## src/rtl/uart_pkg.sv

```systemverilog
// ---------------------------------------------------------------------------
// uart_pkg
// Shared definitions for the UART receive and transmit cores.
//   uart_rx_state_t         : receiver FSM state encoding
//   UART_DEFAULT_BIT_CYCLES : clock cycles per bit (100 MHz clock, 560 ns bit)
// ---------------------------------------------------------------------------
package uart_pkg;

   localparam int UART_DEFAULT_BIT_CYCLES = 56;

   typedef enum logic [2:0] {
      IDLE,
      START,
      DATA,
      STOP,
      WAIT_IDLE
   } uart_rx_state_t;

endpackage : uart_pkg

```

## src/rtl/uart_sync.sv

```systemverilog
// ---------------------------------------------------------------------------
// uart_sync
// Two-flop synchronizer for a single asynchronous input.
//   clk : destination clock
//   rst : asynchronous active-low reset; both flops load RESET_VAL
//   d   : asynchronous input
//   q   : synchronized output (two clk cycles of latency)
// ---------------------------------------------------------------------------
module uart_sync #(
   parameter logic RESET_VAL = 1'b1
) (
   input  logic clk,
   input  logic rst,
   input  logic d,
   output logic q
);

   logic [1:0] sync_reg;

   always_ff @(posedge clk or negedge rst) begin
      if (!rst) begin
         sync_reg <= {2{RESET_VAL}};
      end else begin
         sync_reg <= {sync_reg[0], d};
      end
   end

   assign q = sync_reg[1];

endmodule : uart_sync

```

## src/rtl/uart_rx_core.sv

```systemverilog
// ---------------------------------------------------------------------------
// uart_rx_core
// 8N1 UART receiver, LSB first, mid-bit sampling from a cycle counter.
//   clk     : system clock, rising edge
//   rst     : asynchronous active-low reset
//   rx      : serial input, idle high, asynchronous to clk
//   rx_data : last correctly framed byte, held until the next good frame
//   po_flag : one-cycle strobe, rx_data valid in the same cycle
// ---------------------------------------------------------------------------
module uart_rx_core
   import uart_pkg::*;
#(
   parameter int BIT_CYCLES  = UART_DEFAULT_BIT_CYCLES,
   parameter int HALF_CYCLES = BIT_CYCLES / 2
) (
   input  logic       clk,
   input  logic       rst,
   input  logic       rx,
   output logic [7:0] rx_data,
   output logic       po_flag
);

   localparam int CW = $clog2(BIT_CYCLES);
   localparam logic [CW-1:0] BIT_LAST  = CW'(BIT_CYCLES - 1);
   localparam logic [CW-1:0] HALF_LAST = CW'(HALF_CYCLES - 1);

   logic line;
   logic line_d_reg;
   logic fall;

   uart_rx_state_t state_reg, state_next;
   logic [CW-1:0]  cnt_reg, cnt_next;
   logic [2:0]     bit_idx_reg, bit_idx_next;
   logic [7:0]     shift_reg, shift_next;
   logic [7:0]     rx_data_reg, rx_data_next;
   logic           po_flag_reg, po_flag_next;

   uart_sync #(.RESET_VAL(1'b1)) u_sync (
      .clk (clk),
      .rst (rst),
      .d   (rx),
      .q   (line)
   );

   // Edge register after the synchronizer; idle-high reset avoids a false
   // falling edge when reset is released.
   always_ff @(posedge clk or negedge rst) begin
      if (!rst) begin
         line_d_reg <= 1'b1;
      end else begin
         line_d_reg <= line;
      end
   end

   assign fall = line_d_reg & ~line;

   always_ff @(posedge clk or negedge rst) begin
      if (!rst) begin
         state_reg   <= IDLE;
         cnt_reg     <= '0;
         bit_idx_reg <= '0;
         shift_reg   <= '0;
         rx_data_reg <= '0;
         po_flag_reg <= 1'b0;
      end else begin
         state_reg   <= state_next;
         cnt_reg     <= cnt_next;
         bit_idx_reg <= bit_idx_next;
         shift_reg   <= shift_next;
         rx_data_reg <= rx_data_next;
         po_flag_reg <= po_flag_next;
      end
   end

   always_comb begin
      state_next   = state_reg;
      cnt_next     = cnt_reg;
      bit_idx_next = bit_idx_reg;
      shift_next   = shift_reg;
      rx_data_next = rx_data_reg;
      po_flag_next = 1'b0;

      unique case (state_reg)
         IDLE: begin
            if (fall) begin
               state_next = START;
               cnt_next   = '0;
            end
         end

         START: begin
            if (cnt_reg == HALF_LAST) begin
               cnt_next     = '0;
               bit_idx_next = '0;
               // A high line at mid-start means the edge was a glitch.
               state_next   = line ? IDLE : DATA;
            end else begin
               cnt_next = cnt_reg + 1'b1;
            end
         end

         DATA: begin
            if (cnt_reg == BIT_LAST) begin
               cnt_next     = '0;
               shift_next   = {line, shift_reg[7:1]};
               bit_idx_next = bit_idx_reg + 1'b1;
               if (bit_idx_reg == 3'd7) begin
                  state_next = STOP;
               end
            end else begin
               cnt_next = cnt_reg + 1'b1;
            end
         end

         STOP: begin
            if (cnt_reg == BIT_LAST) begin
               cnt_next = '0;
               if (line) begin
                  // Leaving at mid-stop-bit leaves room for a back-to-back start.
                  rx_data_next = shift_reg;
                  po_flag_next = 1'b1;
                  state_next   = IDLE;
               end else begin
                  state_next   = WAIT_IDLE;
               end
            end else begin
               cnt_next = cnt_reg + 1'b1;
            end
         end

         WAIT_IDLE: begin
            // Hold off until the line recovers so a break is not re-read as starts.
            if (line) begin
               state_next = IDLE;
            end
         end

         default: begin
            state_next = IDLE;
         end
      endcase
   end

   assign rx_data = rx_data_reg;
   assign po_flag = po_flag_reg;

endmodule : uart_rx_core

```

## config.mk

```make
export PLATFORM = sky130hd
export DESIGN_NAME = uart_rx_core
export DESIGN_NICKNAME = d
export VERILOG_FILES = /design/src/rtl/uart_pkg.sv /design/src/rtl/uart_sync.sv /design/src/rtl/uart_rx_core.sv
export SDC_FILE = /design/constraint.sdc
export NUM_CORES = 1
export LEC_CHECK = 0
export ABC_AREA = 1
export CORE_UTILIZATION = 30
export CTS_BUF_LIST = sky130_fd_sc_hd__clkbuf_4
export CTS_CLUSTER_SIZE = 40
export DETAILED_ROUTE_END_ITERATION = 6
export HOLD_SLACK_MARGIN = 0.08
export PLACE_DENSITY_LB_ADDON = 0.08
export SYNTH_ARGS = -nofsm -noshare
export SYNTH_HDL_FRONTEND = slang
export SYNTH_SLANG_ARGS = --single-unit
```

## constraint.sdc

```tcl
create_clock -name clk -period 2.4 [get_ports clk]
set_clock_uncertainty 0.1 [all_clocks]
set_input_delay 0.24 -clock clk [delete_from_list [all_inputs] [get_ports clk]]
set_output_delay 0.24 -clock clk [all_outputs]
set_load 0.005 [all_outputs]
```

; ---- Yosys cells after proc, flatten, opt, wreduce, memory -nomap -nowiden
; Cells that the tools add are included.
[word_totals]
ff_bits = 32
word_cells = 53
[op_classes]
eq_ne = 13
muxes = 19
reduce_logical = 9
n_addsub = 2
bitwise = 2
[op_table]
columns = cell, n
row1 = 3-bit two-way mux, 9
row2 = 6-bit two-way mux, 3
row3 = 6-bit case mux with 3 select lines, 1
row4 = 3-bit case mux with 5 select lines, 1
row5 = 2-bit inequality test (second input constant), 5
row6 = 6-bit by 1-bit adder with 6-bit output (second input constant), 1
row7 = 3-bit by 2-bit equality test with 1-bit output (second input constant), 2
row8 = 3-bit equality test (second input constant), 2
row9 = 6-bit by 5-bit equality test with 1-bit output (second input constant), 1
row10 = 6-bit equality test (second input constant), 1
row11 = 3-bit case mux with 2 select lines, 1
row12 = 3-bit AND reduction, 2
row13 = 6-bit AND reduction, 1
row14 = 2-bit AND reduction, 2
row15 = 3-bit by 1-bit adder with 3-bit output (second input constant), 1
row16 = 3-bit by 1-bit equality test with 1-bit output (second input constant), 1
row17 = 3-bit logical NOT, 1
row18 = 1-bit two-way mux, 3
row19 = 3-bit nonzero test, 1
row20 = 2-bit two-way mux, 1
row21 = 2-bit by 1-bit inequality test with 1-bit output (second input constant), 1
row22 = 2-bit nonzero test, 1
row23 = 2-bit OR reduction, 1
row24 = 1-bit bitwise AND, 1
row25 = 1-bit NOT, 1

; ---- Logic depth before layout (Yosys ltp)
; Gate-level depths: netlist of run 1.
[depth]
depth_word = 4
mapped_depth = 9

; ---- Modules after synthesis
; A second synthesis of run 1 with hierarchy kept.
[hier_totals]
hier_cells = 174
area_unflattened_um2 = 1544.0
[by_module_without_submodules]
columns = mod, n_inst, seq_area_each_um2, area_per_inst_um2, cells_per_inst
row1 = uart_rx_core, 1, 752.0, 1491.4, 172
row2 = uart_sync, 1, 52.6, 52.6, 2

; ---- Worst setup path before layout of run 1
; No wires, ideal clock.
[synth_timing]
path_type = flip-flop to flip-flop
start = reg cnt_reg[0]
end = reg rx_data_reg[1], in the netlist rx_data[1]
path_buffers = 1
required_time_ps = 2183
period_less_slack_ps = 1418
arrival_time_ps = 1200
setup_slack_ps = 982
stages_incl_launch_ff = 10
cell_sequence = dfrtp_1 ha_1 nand2_2 nor2_4 nand2_2 inv_2 nand2_4 buf_6 nand2_1 o21ai_2
[synth_via]
elab_chain_cells = 2
[synth_lines]
columns = item, line
row1 = start: declaration, uart_rx_core.sv:32  ; logic [CW-1:0] cnt_reg, cnt_next;
row2 = start signal: assignment, uart_rx_core.sv:67  ; cnt_reg <= cnt_next;
row3 = 6-bit equality test, uart_rx_core.sv:116  ; if (cnt_reg == BIT_LAST) begin
row4 = 3-bit AND reduction (no source line), -
row5 = end signal: assignment, uart_rx_core.sv:70  ; rx_data_reg <= rx_data_next;
row6 = end: declaration, uart_rx_core.sv:35  ; logic [7:0] rx_data_reg, rx_data_next;
; No other way between the ends.
; A chain may end at the register's enable or synchronous reset.

; ---- Final worst setup path of run 1
[layout_timing]
start = reg cnt_reg[1]
end = reg bit_idx_reg[1]
[layout_via]
elab_chain_cells = 3
[layout_lines]
columns = item, line
row1 = 6-bit equality test / 6-bit by 5-bit equality test with 1-bit output (equally long branches), "uart_rx_core.sv:103, uart_rx_core.sv:92"
row2 = 2-bit inequality test (no source line), -
row3 = 3-bit AND reduction (no source line) (*), -
row4 = end signal: assignment, uart_rx_core.sv:68  ; bit_idx_reg <= bit_idx_next;
row5 = end: declaration, uart_rx_core.sv:33  ; logic [2:0] bit_idx_reg, bit_idx_next;
; Mark *: on every way between the ends. The rest lies on a longest branch, timed or not.

==> impl_metrics.ini, run 1 <==
[run_status]
status = complete, no violations

[cts]
cts-root-buf = clkbuf_4
clk_pin_slew_worst_paths_ps = 110
cts_hold_buffers = 0
cts_sinks = 32
post_cts_buffers = 0
clk_latency_ps = 340
cts_tree = yes
clk_path_buf_depth = 2
cts_resized = 0
htree_levels = 2
cts_made_buffers = 5

[worst_setup_path]
cpLargestDelayFamily = simple AND/OR/NAND/NOR gates
crit_type = flop to flop
critPathMaxFanout = 17
cpMostUsedCell = nand2_1
start_kind = flop
end_kind = flop
crit_buf_inv = 0
cp.arrival_ps = 1820
crit_path_top_delay_cell = dfrtp_1
critPathRequiredTime_ps = 2530
max_stage_delay_ps = 390
path_cells = ha_1 -> nand2_2 -> nor2_4 -> nand4_4 -> nand2_2 -> nand2_1 -> nand2_1 -> nand2_1

[routing]
routedWlPerCell_um = 11.2
firstDrtPassIters = 4
viasPerCell = 4.34
vias = 1123
drc = 0
drtIter0Drc = 34
wirelength_mm = 2.91
ant_nets = 0

[global_routing]
grt_pass1_vias = 1080
track_usage_pct = 12.3
grt-ovfl-total = 0
grt_pass1_wl_mm = 4.91
grt_max_degree = 33
grt_antenna_before_repair = 0

[floorplan]
core_area_um2 = 4880
die_y_um = 74.3
dieArea_um2 = 5520
rows = 25
die_x_um = 74.3
initial_core_util_pct = 32.1
num_io_pins = 12

[synthesis]
ys_seq_area_share_pct = 51.3
synthCells = 175
ys_types = 24
ys_warn_count = 0
syn_avg_cell_area_um2 = 8.96
syn-num-nets = 181
yosys_register_bits = 32
synth_area_um2 = 1570

[placement]
place_hpwl_mm = 2.10
gp_congestion = 0.762
portBuffers = 11

[timing]
relSlewSlack_pct = 72.9
tightest_slew_ps = 406
max_freq_mhz = 591
finalCritPeriodShare_pct = 70.5
finalSetupTns_ps = 0
setup-violations-final = 0
hold_viol = 0
min_period_ps = 1690
hold_slack_ps = 193
finalMaxSlewViolations = 0
rsz0062_at_grt = no

[layout]
fin_nets = 197
syn_to_final_growth_pct = 15.8
final_layout_size_suffix_gt1_share_pct = 20.8
num_antenna_cells = 0

[power_and_ir_drop]
ir_drop_v = 0.000325
p_per_area_nw_per_um2 = 858
p_leak_nw = 0.901

[job]
cap_violations = 0

[worst_hold_path]
hold_class = primary input to async pin
==> cell usage in the layout, fill, tap and decap left out, types with 2 or more instances in the layout <==
cell / instances
nand2_4: 2
xor2_1: 2
nand2_1: 52
clkdlybuf4s50_1: 11
o21ai_1: 9
clkbuf_4: 6
dfrtp_1: 29
nand2_2: 7
inv_1: 20
nor2_4: 2
o21bai_1: 2
o21ai_0: 3
nand3_1: 11
ha_1: 3
dfstp_2: 3
inv_2: 3
nor2_1: 8
nor2_2: 3
o21ai_2: 7
==> where the power goes <==
part	internal, mW	switching [mW]	leakage, nW
clock	0.230	0.192	0.0456
sequential	0.594	0.0727	0.430
combinational	0.152	0.318	0.426
==> per-stage QoR <==
stage                     worst slack [ps]  area (µm²)  power (mW)  std cells  util (%)
after detailed placement               728        1740        1.15        251      35.6
after CTS                              696        1820        1.58        259      37.2
final                                  707        1820        1.56        259      37.2
after global routing                   529        1820        1.67        259      37.2
after global placement                 795        1740        1.14        251      35.6
after floorplan                        982        1570        1.05        175         -
==> worst register-to-register path: stages (launching register included) <==
cell and delay, ps:
dfrtp_1 390, ha_1 230, nand2_2 90, nor2_4 130, nand4_4 220, nand2_2 180
nand2_1 100, nand2_1 70, nand2_1 60
==> layout make-up <==
type	count	area [µm²]
Inverter	23	86.3
Clock buffer	6	45.0
Tap cell	67	83.8
Multi-Input combinational cell	117	643
Sequential cell	32	805
Clock inverter	2	35.0
Fill cell	522	3060
Timing Repair Buffer	12	118
==> layer usage <==
metal / track usage [%] / vias to the layer above / share of wire [%]
li1: - / 584 / -
met1: 15.4 / 519 / 49
met2: 18.6 / 14 / 44
met3: 4.74 / 6 / 4.2
met4: 5.87 / 0 / 2.0
met5: 0 / - / 0
==> cells in the mapped netlist (all sizes together) <==
cell	instances	area share, %
dfrtp	29	46
nor2	13	4.5
nand2	61	17
ha	3	2.4
buf	3	2.2
inv	23	5.5
nand3	12	4.1
xor2	2	1.1
nand3b	1	0.48
o21ai	19	7.7
o21bai	2	0.96
dfstp	3	5.0
a21oi	1	0.56
nand4	2	1.8
nor3	1	0.64
==> cells by family (layout without fill, tap and decap cells) <==
group                      Yosys count  after routing  share of synthesized area (%)
and+or+nand+nor                     90             90                           28.3
adders and majority gates            3              3                           2.39
xor gates and xnor gates             2              2                           1.12
DFF                                 32             32                           51.3
AOI/OAI and AO/OA                   22             22                           9.26
buffers and inverters               26             43                           7.66
==> path summary, 6_finish.rpt <==
check,to,start,slack [ps],cells past startpoint
min in group clk,u_sync.sync_reg[0]$_DFF_PN1_,rx,210,1
max in group asynchronous,line_d_reg$_DFF_PN1_,rst,1670,2
min reg2reg,u_sync.sync_reg[1]$_DFF_PN1_,u_sync.sync_reg[0]$_DFF_PN1_,260,0
max,bit_idx_reg[1]$_DFFE_PN0P_,cnt_reg[1]$_DFFE_PN0P_,710,8
max reg2reg,bit_idx_reg[1]$_DFFE_PN0P_,cnt_reg[1]$_DFFE_PN0P_,710,8
min,po_flag$_DFF_PN0_,rst,190,2
(Power assumes the default switching activity.)
==> inputs of run 2 (changes only) <==
clock period = 1.5 ns   (was 2.4 ns; I/O delays follow)
==> run 2 against run 1 <==
  * Non-clock buffer count is 14 higher
  * Cell area is 9.0% higher
  * Count of clock-buffer cells in the layout is 1 lower
==> impl_metrics.ini, run 2 (synthesis results as in run 1) <==
[floorplan]
rows = 25
core_area_um2 = 4880
initial_core_util_pct = 32.1
num_io_pins = 12
die_x_um = 74.3
die_y_um = 74.3
dieArea_um2 = 5520

[worst_setup_path]
critPathRequiredTime_ps = 1610
crit_type = flop to flop
cp.arrival_ps = 1560
reg2regPathDepth = 7
start_kind = flop
r2r_start = bit_idx_reg[0]$_DFFE_PN0P_
critPathLaunch = bit_idx_reg[0]$_DFFE_PN0P_
critPathMaxFanout = 3
end_kind = flop

[cts]
clk_latency_ps = 330
clk_path_buf_depth = 2
cts_sinks = 32
cts_tree = yes
htree_levels = 2
clk_pin_slew_worst_paths_ps = 110
cts_made_buffers = 5
cts-root-buf = clkbuf_4

[worst_hold_path]
holdPathStages = 0
hold_class = flop to flop
min_from = u_sync.sync_reg[0]$_DFF_PN1_

[layout]
final_layout_size_suffix_gt1_share_pct = 28.2
fin_nets = 211
layout_commonest_cell = nand2_1
syn_to_final_growth_pct = 26.3
layout_common_cells = 50 x nand2_1, 27 x dfrtp_1, 20 x inv_1
nFillCells = 497
num_antenna_cells = 0

[timing]
relSlewSlack_pct = 82.8
max_freq_mhz = 690
rsz0062_at_grt = yes
finalMaxSlewViolations = 0
setup-violations-final = 0
finalSetupTns_ps = 0
tightest_slew_ps = 258
min_period_ps = 1450
hold_viol = 0
finalCritPeriodShare_pct = 96.7
worst_slack_ps = 50.1

[placement]
pre_cts_ws_ps = -31.4
place_hpwl_mm = 2.05
portBuffers = 11
gp_congestion = 0.779

[power_and_ir_drop]
p_per_area_nw_per_um2 = 1290
ir_drop_v = 0.000685
p_leak_nw = 1.01

[global_routing]
grt_antenna_before_repair = 0
grt_pass1_vias = 1118
grt-ovfl-total = 0
track_usage_pct = 12.0
grt_max_degree = 33
grt_pass1_wl_mm = 4.84

[routing]
viasPerCell = 4.19
wirelength_mm = 2.82
drtIter0Drc = 43
routedWlPerCell_um = 10.3
ant_nets = 0
firstDrtPassIters = 4
drc = 0
vias = 1143

[job]
cap_violations = 0

[run_status]
status = complete, no violations
-- run 2: changes by cell type in the layout (fill, tap and decap cells not counted), sizes merged --
cell | previous run | this run
clkinv | 1 | 3
dlymetal6s2s | 0 | 3
bufinv | 1 | 0
dlygate4sd3 | 0 | 2
clkdlybuf4s50 | 11 | 8
buf | 1 | 13
clkbuf | 6 | 5
-- run 2: critical path, stage by stage, from the launching register on --
cell and delay, ps:
dfrtp_1 420, ha_1 210, ha_1 170, nand3b_1 160
nand2_2 110, nor2_4 50, nand2_1 50, nand2_1 50
-- run 2: repair_timing --
action                                 CTS  global route
gates cloned                             0             0
buffers inserted                         1             5
hold buffers                             1             1
setup endpoints to repair               10            30
resized for setup                        4            12
endpoints found under the hold margin   29             1
pin swaps                                0             3
-- run 2: through the flow --
| stage | util (%) | area (µm²) | hold slack, ps | power, mW | cells |
|---|---|---|---|---|---|
| 6_report | 40.6 | 1980 | 264 | 2.55 | 273 |
| 5_1_grt | 40.6 | 1980 | 267 | 2.77 | 273 |
| 4_1_cts | 38.6 | 1880 | 88.7 | 2.45 | 267 |
| 3_5_place_dp | 36.7 | 1790 | 248 | 1.92 | 257 |
| 3_3_place_gp | 36.7 | 1790 | 247 | 1.91 | 257 |
| 2_1_floorplan | - | 1570 | -246 | 1.68 | 175 |
-- run 2: final timing paths --
kind / to / slack, ps
worst min register to register: u_sync.sync_reg[1]$_DFF_PN1_ / 260
worst max-delay path: state_reg[0]$_DFFE_PN0P_ / 50
worst max register to register: state_reg[0]$_DFFE_PN0P_ / 50
worst min-delay path: u_sync.sync_reg[1]$_DFF_PN1_ / 260
max in group asynchronous: line_d_reg$_DFF_PN1_ / 440
min in group asynchronous: bit_idx_reg[2]$_DFFE_PN0P_ / 620
-- run 2: where the power goes --
group	switching (mW)	internal [mW]
registers	0.119	0.954
logic	0.580	0.419
clock network	0.298	0.180
-- run 2: cell type report --
class	instances	area, µm²	area share, %
inverters	23	86.3	4.36
multi-input cells	117	698	35.3
well taps	67	83.8	4.24
repair buffers	26	248	12.5
clock inverters	3	18.8	0.948
clock buffers	5	37.5	1.90
flip-flops and latches	32	807	40.8
-- run 2: layer usage --
metal  global-route usage (%)  vias to the layer above  wire length, µm
met5                        0                        -                0
met4                     5.03                        0               40
met3                     3.66                        5               97
met2                     18.3                       16             1320
met1                     16.0                      514             1360
li1                         -                      608                -
==> RTL change (flow settings as in run 2) <==
Change the package constant `UART_DEFAULT_BIT_CYCLES` from 56 to 84.
--- a/src/rtl/uart_pkg.sv
+++ b/src/rtl/uart_pkg.sv
@@ -8,3 +8,3 @@
 
-   localparam int UART_DEFAULT_BIT_CYCLES = 56;
+   localparam int UART_DEFAULT_BIT_CYCLES = 84;
 
Check against the original RTL: no difference found for any inputs over 10 cycles, from zero or initial values and one cycle with rst low; that may be too few to reach the edited logic, so the function may still have changed.
==> RTL change against run 2 <==
  * The run now ends with setup timing left
  * Clock power up 40%
  * Sequential cell count up 1
  * Setup slack worse by 0.065 ns
  * Via count up 18%
  * Cell area up 20%
  * Die area up 3.7%
  * Critical path type unchanged
  * Total power up 20%
  * Core utilization up 5.4 points
  * Largest cell class is now multi-input gates
  * Area after synthesis up 3.8%
  * Routed wire length up 25%
==> RTL change: results (changes against run 2) <==
stage,metric,value,unit,change
power,p_leak,1.232,nW,+22%
finish,fillCellCount,504,,+1.4%
sta,tightest_slew,0.2635,ns,+0.005883 ns
global_route,grt_util_all_layers,13.76,%,+1.7 points
critical_path,path_max_fanout,16,,+13
run_status,violations,setup timing,,
place,detailed_place.area,0.001959,sq mm,+9.3%
finish,drive_gt1_share,45.42,%,+17 points
route,wl_per_cell,11.35,microns,+9.9%
power,internal-power,1.936,mW,+25%
synth,synth_common_cells,"56 x nand2_1, 30 x dfrtp_1, 30 x inv_1",,
sta,setup-violations-final,8,,+8
route,num_vias,1352,,+18%
run_status,status,"complete, but fails checks",,
critical_path,slowest_delay,0.44,ns,+0.02 ns
finish,num-nets-final,246,,+17%
synth,synth_area_leaders,"dfrtp_1 46%, nand2_1 13%, o21ai_2 8.1%",,
synth,syn_nets,196,,+8.3%
synth,async_reset_ff_share,100.0,%,unchanged
place,dp_hpwl,2.394,mm,+17%
route,drt_iter0_drc,44,,+2.3%
worst_hold_path,hold_class,in2reg,,
sta,timing.final.ws_setup,-0.01492,ns,-0.06502 ns
synth,ys_types,22,,-8.3%
synth,yosys.area.top_type_share,46.15,%,-0.14 points
place,gp_congestion,0.8385,,+7.7%
critical_path,crit_arrival,1.65,ns,+0.09 ns
global_route,grt_pass1_wl,5.733,mm,+18%
synth,ys_seq_area_share,51.00,%,-0.32 points
global_route,first_global_vias,1303,,+17%
power,vdd_drop_max,0.0005551,V,-19%
sta,fin_tns_setup,-0.04217,ns,-0.04217 ns
-- RTL change: what timing repair did --
| action | 4_1_cts | 5_1_grt |
|---|---|---|
| hold endpoints to repair | 10 | 0 |
| gates resized for setup | 28 | 37 |
| gates cloned | 0 | 1 |
| endpoints found under the setup margin | 28 | 36 |
| pin swaps | 8 | 6 |
| hold buffers | 1 | 0 |
| buffers inserted | 6 | 7 |
-- RTL change: worst register-to-register path: stages (launching register included) --
cell and delay, ns:
dfrtp_1 0.44, ha_4 0.16, nand2_2 0.04, inv_2 0.06
nand2_2 0.06, nor2_4 0.14, nand4_4 0.11, buf_12 0.17
nand2_2 0.07, o21ai_2 0.05
-- RTL change: power groups by stage --
stage / sequential (mW) / clock (mW) / combinational [mW]
after global routing: 1.10 / 0.722 / 1.41
after CTS: 1.07 / 0.696 / 1.07
after detailed placement: 1.09 / 0 / 0.871
after global placement: 1.09 / 0 / 0.870
final: 1.10 / 0.671 / 1.29
after floorplan: 1.09 / 0 / 0.484
-- RTL change: stage by stage --
stage               hold WS (ns)  std cells  setup WS (ns)
floorplan                -0.2456        189       -0.01286
global placement          0.2460        287        -0.1339
detailed placement        0.2475        287        -0.1775
CTS                       0.1052        302       -0.02590
global route              0.1214        310        -0.1165
finish                    0.1181        310       -0.01492
-- RTL change: cell type report --
| type | count | area, sq um | share of cell area [%] |
|---|---|---|---|
| clock buffers | 6 | 45.04 | 1.894 |
| clock inverters | 2 | 33.78 | 1.420 |
| inverters | 31 | 116.4 | 4.892 |
| multi-input cells | 123 | 833.3 | 35.03 |
| flip-flops and latches | 33 | 832.0 | 34.98 |
| well taps | 70 | 87.58 | 3.682 |
| repair buffers | 45 | 430.4 | 18.10 |
-- RTL change: cells by family after synthesis --
family	Yosys count	share of synthesized area (%)
buf+inv	33	8.538
xor+xnor	1	0.5386
compound gates	25	11.38
simple gates	93	25.46
fa+ha+maj	4	3.077
flops	33	51.00
-- RTL change: worst paths after layout --
check	startpoint	endpoint	slack (ns)	depth (start not counted)
max	cnt_reg[1]$_DFFE_PN0P_	rx_data[5]$_DFFE_PN0P_	-0.01	9
min	rx	u_sync.sync_reg[0]$_DFF_PN1_	0.12	1
max reg2reg	cnt_reg[1]$_DFFE_PN0P_	rx_data[5]$_DFFE_PN0P_	-0.01	9
min reg2reg	u_sync.sync_reg[0]$_DFF_PN1_	u_sync.sync_reg[1]$_DFF_PN1_	0.26	0
max in group asynchronous	rst	shift_reg[6]$_DFFE_PN0P_	0.46	3
min in group asynchronous	rst	cnt_reg[0]$_DFFE_PN0P_	0.59	3
-- RTL change: metal layers --
layer / share of wire, % / GRT usage (%)
met1: 47 / 17.29
met2: 48 / 22.32
met3: 2.9 / 2.778
met4: 2.0 / 7.407
met5: 0 / 0
